==> src/rtl/fd_de_pipe.sv <==
// fd_de_pipe: fetch PC, IF/ID and ID/EX pipeline registers of the 5-stage MIPS
// pipeline, steered by StallF, StallD and FlushE from the hazard unit.
// Branches use delay slots, so a taken PCSrcD only redirects the PC and never
// squashes IF/ID.
// Optional feature macro: PIPE_PERF_CNT_EN -- when defined, saturating
// stall-cycle (StallCnt) and displaced-instruction (BubbleCnt) counters are
// built; when undefined both outputs are tied to zero and no counter flops exist.
module fd_de_pipe #(
  parameter logic [31:0] RESET_PC  = 32'h0000_3000,
  parameter logic [31:0] NOP_INSTR = 32'h0000_0000
) (
  input  logic        clk,
  input  logic        reset,
  input  logic        StallF,
  input  logic        StallD,
  input  logic        FlushE,
  input  logic        PCSrcD,
  input  logic [31:0] NPCD,
  input  logic [31:0] InstrF,
  input  logic [31:0] RD1D,
  input  logic [31:0] RD2D,
  input  logic [31:0] ExtD,
  output logic [31:0] PCF,
  output logic [31:0] InstrD,
  output logic [31:0] PC8D,
  output logic        ValidD,
  output logic [31:0] InstrE,
  output logic [31:0] PC8E,
  output logic [31:0] RD1E,
  output logic [31:0] RD2E,
  output logic [31:0] ExtE,
  output logic        ValidE,
  output logic [31:0] StallCnt,
  output logic [31:0] BubbleCnt
);

  logic stallFOn;
  logic stallDOn;
  logic flushEOn;
  logic pcSrcDOn;

  // Hazard controls that are X/Z early after reset count as deasserted so the pipe keeps moving
  always_comb begin
    stallFOn = (StallF === 1'b1);
    stallDOn = (StallD === 1'b1);
    flushEOn = (FlushE === 1'b1);
    pcSrcDOn = (PCSrcD === 1'b1);
  end

  // Fetch PC: a stall beats a redirect; the branch stays in D and re-requests next cycle
  always_ff @(posedge clk) begin
    if (reset) begin
      PCF <= RESET_PC;
    end else if (stallFOn) begin
      PCF <= PCF;
    end else if (pcSrcDOn) begin
      PCF <= NPCD;
    end else begin
      PCF <= PCF + 32'd4;
    end
  end

  // IF/ID register: holds on StallD, otherwise latches the fetched word and its link address
  always_ff @(posedge clk) begin
    if (reset) begin
      InstrD <= NOP_INSTR;
      PC8D   <= 32'd0;
      ValidD <= 1'b0;
    end else if (!stallDOn) begin
      InstrD <= InstrF;
      PC8D   <= PCF + 32'd8;
      ValidD <= 1'b1;
    end
  end

  // ID/EX register: FlushE inserts a bubble, otherwise the decoded instruction moves to E
  always_ff @(posedge clk) begin
    if (reset || flushEOn) begin
      InstrE <= NOP_INSTR;
      PC8E   <= 32'd0;
      RD1E   <= 32'd0;
      RD2E   <= 32'd0;
      ExtE   <= 32'd0;
      ValidE <= 1'b0;
    end else begin
      InstrE <= InstrD;
      PC8E   <= PC8D;
      RD1E   <= RD1D;
      RD2E   <= RD2D;
      ExtE   <= ExtD;
      ValidE <= ValidD;
    end
  end

`ifdef PIPE_PERF_CNT_EN
  // Saturating counters of stalled cycles and of real instructions displaced by a bubble
  always_ff @(posedge clk) begin
    if (reset) begin
      StallCnt  <= 32'd0;
      BubbleCnt <= 32'd0;
    end else begin
      if (stallDOn && (StallCnt != 32'hFFFF_FFFF)) begin
        StallCnt <= StallCnt + 32'd1;
      end
      if (flushEOn && ValidD && (BubbleCnt != 32'hFFFF_FFFF)) begin
        BubbleCnt <= BubbleCnt + 32'd1;
      end
    end
  end
`else
  assign StallCnt  = 32'd0;
  assign BubbleCnt = 32'd0;
`endif

endmodule

==> config.mk <==
export PLATFORM = sky130hd
export DESIGN_NAME = fd_de_pipe
export DESIGN_NICKNAME = d
export VERILOG_FILES = /design/src/rtl/fd_de_pipe.sv
export SDC_FILE = /design/constraint.sdc
export NUM_CORES = 1
export LEC_CHECK = 0
export CAP_MARGIN = 10
export CORE_AREA = 2 2 190 192
export DETAILED_ROUTE_END_ITERATION = 6
export DIE_AREA = 0 0 192 194
export DONT_BUFFER_PORTS = 1
export PLACE_DENSITY = 0.5
export REMOVE_ABC_BUFFERS = 1
export SLEW_MARGIN = 10
export SYNTH_ARGS = -nofsm -noshare
export SYNTH_HDL_FRONTEND = slang
export SYNTH_SLANG_ARGS = --single-unit
export TNS_END_PERCENT = 100
==> constraint.sdc <==
create_clock -name clk -period 2.1 [get_ports clk]
set_clock_uncertainty 0.15 [all_clocks]
set_input_delay 0.21 -clock clk [delete_from_list [all_inputs] [get_ports clk]]
set_output_delay 0.21 -clock clk [all_outputs]
set_load 0.02 [all_outputs]
==> flow_summary.json, run 1 <==
{
  "cpMostUsedCell": "buf_4",
  "holdPathStages": 3,
  "num-nets-final": 1388,
  "finalCritPeriodShare_pct": 97.23,
  "synth_cells": 983,
  "drc": 0,
  "drt-initial-drc-count": 385,
  "cts_tree": "done",
  "grt_first_pass_wirelength_um": 49490,
  "cellPowerDensity_nw_per_um2": 877.8,
  "path_cells": "buf_4 -> ha_1 -> buf_4 -> a21oi_1 -> o21ai_0 -> o21a_1 -> dlygate4sd3_1 -> nor2_1",
  "setup_viol": 0,
  "combPwrFrac_pct": 9.3,
  "hold_ws_ns": 0.04862,
  "setup.worst_path.class": "flip-flop to flip-flop",
  "viasPerCell": 4.655,
  "finalMaxSlewViolations": 0,
  "grt-ovfl-total": 0,
  "async_flop_share_pct": 0,
  "rows": 69,
  "antenna_found_initial": 2,
  "seqPwrFrac_pct": 47.1,
  "slew_headroom_pct": 41.69,
  "finalWeightedCongestion": 0.8390,
  "portBuffers": 0,
  "switchingPower_mw": 3.114,
  "worstSetupStartpointType": "flip-flop",
  "hold_path_class": "primary input to flip-flop",
  "core_um2": 35220,
  "cp_max_fo": 5,
  "syn_area_per_cell_um2": 9.754,
  "routed_wirelength_um": 34160,
  "design_area_um2": 13360,
  "io_pins": 488,
  "area_growth_pct": 39.31,
  "drtAntennaViolNets": 0,
  "finalSetupTns_ns": 0,
  "clock_sinks": 258,
  "worst-r2r-cell-count": 8,
  "post_dp_cell_area_um2": 10230,
  "dp_hpwl_um": 22600,
  "ir_worst_vdd_uv": 736.0,
  "grt_max_degree": 95,
  "vias": 7937,
  "max_freq_mhz": 489.8,
  "syn_area_um2": 9588,
  "clk_transition_reported_paths_ns": 0.06,
  "worst-path-stages": 8,
  "synth-edff-count": 0,
  "synth-seq-area-share_pct": 53.87,
  "track_usage_pct": 17.31,
  "required_ns": 2.43,
  "finalPower_mw": 11.72,
  "crit_path_end_kind": "flip-flop",
  "ys.flop_type": "dfxtp_1",
  "htree_levels": 1,
  "ys_ff_latch": 258,
  "fin_crit_ns": 2.042,
  "layout-drive-gt1-share_pct": 14.73,
  "yosysWarningCount": 0,
  "run_status": "finished, final reports clean",
  "avgRoutedWirePerCell_um": 20.03,
  "cp_slowest_cell": "dlygate4sd3_1",
  "fillers": 3476,
  "clkPwrFrac_pct": 43.6,
  "tightestPinTransition_ns": 0.8718,
  "cts_root_buffer": "clkbuf_16",
  "critPathTopFamily": "buffers and inverters",
  "intPower_mw": 8.610,
  "die_w_um": 192,
  "clockBufferDepth": 3,
  "synth_cell_types": 56,
  "crit_arrival_ns": 2.37,
  "finalHoldViolations": 0,
  "fin_util_pct": 37.92,
  "first_global_vias": 7950,
  "dr.pass1.iters": 5,
  "p_sw_share_pct": 26.56,
  "start_util_pct": 27.22,
  "cpPeakStageDelay_ns": 0.55,
  "insertion_delay_ns": 0.55,
  "die_area_um2": 37250,
  "cts_inserted_buffers": 28,
  "crit_buf_inv": 3,
  "die_h_um": 194,
  "leakage_nw": 5.304,
  "drv_cap": 0
}
==> power groups by stage <==
| stage | Combinational (mW) | Sequential (mW) | Clock (mW) |
|---|---|---|---|
| 6_report | 1.09 | 5.52 | 5.12 |
| 5_1_grt | 1.18 | 5.55 | 5.46 |
| 4_1_cts | 1.07 | 5.52 | 5.26 |
| 3_5_place_dp | 0.672 | 5.63 | 0 |
| 3_3_place_gp | 0.668 | 5.63 | 0 |
| 2_1_floorplan | 0.402 | 5.61 | 0 |
==> through the flow <==
stage	cells	setup slack (ns)
2_1_floorplan	908	-1.545
3_3_place_gp	1450	-0.001425
3_5_place_dp	1450	-0.01278
4_1_cts	1696	0.001230
5_1_grt	1705	-0.006859
6_report	1705	0.05827
==> cells in the final DEF, fill, tap and decap left out, drive strengths merged, types with 5 or more instances in the layout <==
master and instances:
a21oi 26, inv 20, and4 5, and2 153, o21ai 33, xnor2 7
a31oi 17, nand3 9, conb 64, dfxtp 258, or4 17, a211oi 9
and3 7, o31a 5, buf 90, a22oi 12, nor4 13, clkbuf 34
o211ai 7, a311oi 6, nand4 21, mux2i 38, dlygate4sd3 190, o31ai 9
or3 12, nor3 22, nand2 34, clkinv 10, nor2 70
==> worst register-to-register path, cell delays in order, from the launching register on <==
cell	delay, ns
dfxtp_2	0.34
buf_4	0.14
ha_1	0.23
buf_4	0.16
a21oi_1	0.13
o21ai_0	0.08
o21a_1	0.11
dlygate4sd3_1	0.55
nor2_1	0.09
==> cells in the mapped netlist (9+ instances only) <==
cell,instances,area share (%)
nor3_1,22,1.1
buf_1,9,0.35
and2_1,152,9.9
nand4_1,19,1.2
clkbuf_1,45,1.8
or3_1,12,0.78
mux2i_1,38,4.0
a21oi_1,26,1.4
a22oi_1,12,0.94
dfxtp_1,258,54
o21ai_0,33,1.7
inv_1,18,0.70
or4_1,12,0.94
a31oi_1,17,1.1
nand3_1,9,0.47
a211oi_1,9,0.70
nor4_1,13,0.85
nand2_1,34,1.3
buf_2,13,0.68
nor2_1,70,2.7
o31ai_1,9,0.70
buf_4,69,5.4
==> registers in the layout (all words and copies together), names as in the netlist <==
signal,count
ExtE,32
ValidD,1
RD2E,32
PCF,32
PC8E,32
InstrD,32
InstrE,32
PC8D,32
ValidE,1
RD1E,32
==> path summary, 6_finish.rpt <==
check | startpoint | slack (ns) | to
min | StallF | 0.05 | PCF[31]
max | PCF[3] | 0.06 | PCF[5]
max reg2reg | PCF[3] | 0.06 | PCF[5]
min reg2reg | PC8D[5] | 0.43 | PC8D[5]
==> metal layers <==
metal  vias to the layer above  share of wire [%]  track usage (%)
met5                         -                  0                0
met4                         0                4.4            7.351
met3                        80                 11            5.738
li1                       3725                  -                -
met2                       447                 48            30.35
met1                      3685                 37            18.96
==> area by class of cell <==
cell class | count | area (um2) | share of cell area [%]
Clock buffer | 34 | 764.5 | 5.724
Sequential cell | 258 | 5191 | 38.87
Clock inverter | 18 | 195.2 | 1.461
Tap cell | 461 | 576.8 | 4.318
Timing Repair Buffer | 281 | 2663 | 19.93
Multi-Input combinational cell | 632 | 3886 | 29.10
Antenna cell | 2 | 5.005 | 0.03747
Inverter | 19 | 75.07 | 0.5621
==> kinds of logic after synthesis <==
| kind of cell | Yosys count | share of synthesized area [%] |
|---|---|---|
| other cells | 1 | 0.03911 |
| simple gates | 370 | 21.70 |
| compound gates | 148 | 10.30 |
| fa+ha+maj | 2 | 0.2610 |
| buf+inv | 157 | 9.043 |
| flops | 258 | 53.87 |
| mux | 38 | 3.967 |
| xor+xnor | 9 | 0.8222 |
==> repair_timing <==
item,4_1_cts,5_1_grt
cloned,0,1
resized for setup,6,37
setup buffers,0,6
hold buffers,194,1
hold endpoints to repair,224,1
pin swaps,1,8
endpoints found under the setup margin,7,24
Power figures use the tool's default switching activity.
==> inputs of run 2 (changes only) <==
Settings changed: ABC_AREA set to 1, PLACE_DENSITY 0.5 to 0.51.
==> run 2 against run 1 <==
Routed wire length up 0.58%. Critical path depth down 1. Sequential cell count unchanged. Power up 1.7%. Setup slack better by 0.047 ns. Non-clock buffer count down 23. Cell area up 0.47%. Clock power about the same. Largest power group unchanged.
==> flow_summary.json, run 2 <==
{
  "run_status": "finished, final reports clean",
  "synthTopCellsByCount": "dfxtp_1, inv_1, nor2_1, nand2_1, a21oi_1",
  "synth.most_common_cell": "dfxtp_1",
  "synth_top_area_share_pct": 53.05,
  "dr.pass1.iters": 5,
  "finalPower_mw": 11.93,
  "fin_util_pct": 38.10,
  "syn_area_per_cell_um2": 7.922,
  "finalHoldViolations": 0,
  "syn_area_um2": 9736,
  "fin_crit_ns": 1.995,
  "track_usage_pct": 17.34,
  "combPwrFrac_pct": 10.4,
  "vias": 8456,
  "max_freq_mhz": 501.3,
  "synth-edff-count": 0,
  "grt_max_degree": 110,
  "die_w_um": 192,
  "setup_ws_ns": 0.1050,
  "slew_headroom_pct": 56.46,
  "dp_hpwl_um": 23040,
  "setup.worst_path.class": "primary input to flip-flop",
  "finalCritPeriodShare_pct": 95.00,
  "synth_cells": 1229,
  "fillers": 3531,
  "synthSimpleGateAreaFrac_pct": 17.48,
  "clockBufferDepth": 3,
  "drtAntennaViolNets": 0,
  "ir_worst_vdd_uv": 701.1,
  "drc": 0,
  "insertion_delay_ns": 0.56,
  "p_sw_share_pct": 27.25,
  "seqPwrFrac_pct": 46.7,
  "tightestPinTransition_ns": 0.6510,
  "synthMuxAreaShare_pct": 0,
  "mostFrequentLayoutCell": "dfxtp_1",
  "design_area_um2": 13420,
  "post_dp_cell_area_um2": 10240,
  "portBuffers": 0,
  "cts_tree": "done",
  "cellPowerDensity_nw_per_um2": 888.9,
  "num-nets-final": 1634,
  "antenna_found_initial": 0,
  "clk_transition_reported_paths_ns": 0.06,
  "yosysWarningCount": 0,
  "area_growth_pct": 37.84,
  "synth_area_leaders": "dfxtp_1, inv_1, nor2_1",
  "worstSetupStartpointType": "primary input",
  "die_area_um2": 37250,
  "crit_arrival_ns": 2.27,
  "finalMaxSlewViolations": 0,
  "synth_xor_area_share_pct": 2.789,
  "required_ns": 2.38,
  "clock_sinks": 258,
  "leakage_nw": 6.018,
  "layout-drive-gt1-share_pct": 10.36,
  "ys_ff_latch": 258,
  "die_h_um": 194,
  "viasPerCell": 4.341,
  "fin_cells": 1948,
  "crit_path_end_kind": "flip-flop",
  "drv_cap": 0,
  "async_flop_share_pct": 0,
  "rows": 69,
  "intPower_mw": 8.678,
  "hold_ws_ns": 0.03188,
  "clkPwrFrac_pct": 42.9,
  "ys.flop_type": "dfxtp_1",
  "cp_max_fo": 25,
  "antenna_cells": 0,
  "core_um2": 35220,
  "synth_fa_ha_area_share_pct": 0.2570,
  "finalSetupTns_ns": 0,
  "cts_inserted_buffers": 29,
  "first_global_vias": 8398,
  "drt-initial-drc-count": 343,
  "yosys.area.top_type": "dfxtp_1",
  "grt_first_pass_wirelength_um": 49560,
  "grt-ovfl-total": 0,
  "dp_slack_ns": 0.1506,
  "placed_cells": 1682,
  "io_pins": 488,
  "synth_cell_types": 33,
  "layout_common_cells": "dfxtp_1, inv_1, nor2_1",
  "synth-seq-area-share_pct": 53.05,
  "grt_setup_unrepaired": "no",
  "cts_root_buffer": "clkbuf_16",
  "htree_levels": 1,
  "switchingPower_mw": 3.250,
  "routed_wirelength_um": 34360,
  "synth_compound_area_share_pct": 10.37,
  "start_util_pct": 27.64,
  "setup_viol": 0,
  "finalWeightedCongestion": 0.8884,
  "synth_top_family_by_area": "simple AND/OR/NAND/NOR gates",
  "hold_path_class": "primary input to flip-flop",
  "avgRoutedWirePerCell_um": 17.64
}
run 2: cell types whose count changed after synthesis, sizes merged, moves of 23 or more:
| cell | change |
|---|---|
| a21oi | +57 |
| and2 | -153 |
| inv | +213 |
| mux2i | -38 |
| nand2 | +88 |
| nand3 | +23 |
| nor2 | +163 |
| o21ai | +48 |
| xor2 | +27 |
run 2: what timing repair did:
action,in CTS,in global routing
endpoints found under the setup margin,0,12
resized for setup,0,8
hold buffers,212,1
endpoints found under the hold margin,202,1
setup buffers,0,2
run 2: routing by layer:
layer  track usage [%]  wire length [um]  part of all wire [%]  vias up
li1                  -                 -                     -     4076
met1             18.21             12660                    37     3903
met2             31.92             17070                    50      407
met3             5.249              3386                   9.9       70
met4             6.899              1246                   3.6        0
met5                 0                 0                     0        -
run 2: path summary, 6_finish.rpt:
| path | from | end | slack, ns | depth (start not counted) |
|---|---|---|---|---|
| worst min-delay path | StallF | PCF[8] | 0.03 | 5 |
| worst max-delay path | reset | InstrD[4] | 0.11 | 7 |
| worst min register to register | PC8D[22] | PC8E[22] | 0.40 | 2 |
| worst max register to register | PCF[4] | PCF[9] | 0.17 | 7 |
run 2: critical path, stage by stage:
cell and delay (ns):
dlygate4sd3_1 0.61, buf_16 0.16, clkinv_2 0.25, buf_6 0.29
o21ai_0 0.09, a21oi_1 0.06, dlygate4sd3_1 0.59
run 2: cell families (layout without fill, tap and decap cells):
group / after synthesis / count (layout)
fa+ha+maj: 2 / 2
xor+xnor: 31 / 31
buf+inv: 346 / 541
compound gates: 188 / 188
simple gates: 403 / 403
other cells: 1 / 64
flops: 258 / 258
run 2: final cells by class:
cell class,count,area [um2],area share [%]
clock inverters,14,150.1,1.119
multi-input cells,688,3256,24.26
well taps,461,576.8,4.298
repair buffers,258,2580,19.23
clock buffers,38,819.5,6.107
inverters,231,868.3,6.471
flip-flops and latches,258,5169,38.52
run 2: power by group through the flow:
stage / combinational [mW] / sequential (mW) / clock (mW)
after floorplan: 0.495 / 5.66 / 0
after global placement: 0.808 / 5.68 / 0
after detailed placement: 0.817 / 5.68 / 0
after CTS: 1.23 / 5.57 / 5.26
after global routing: 1.37 / 5.59 / 5.43
final: 1.25 / 5.57 / 5.12
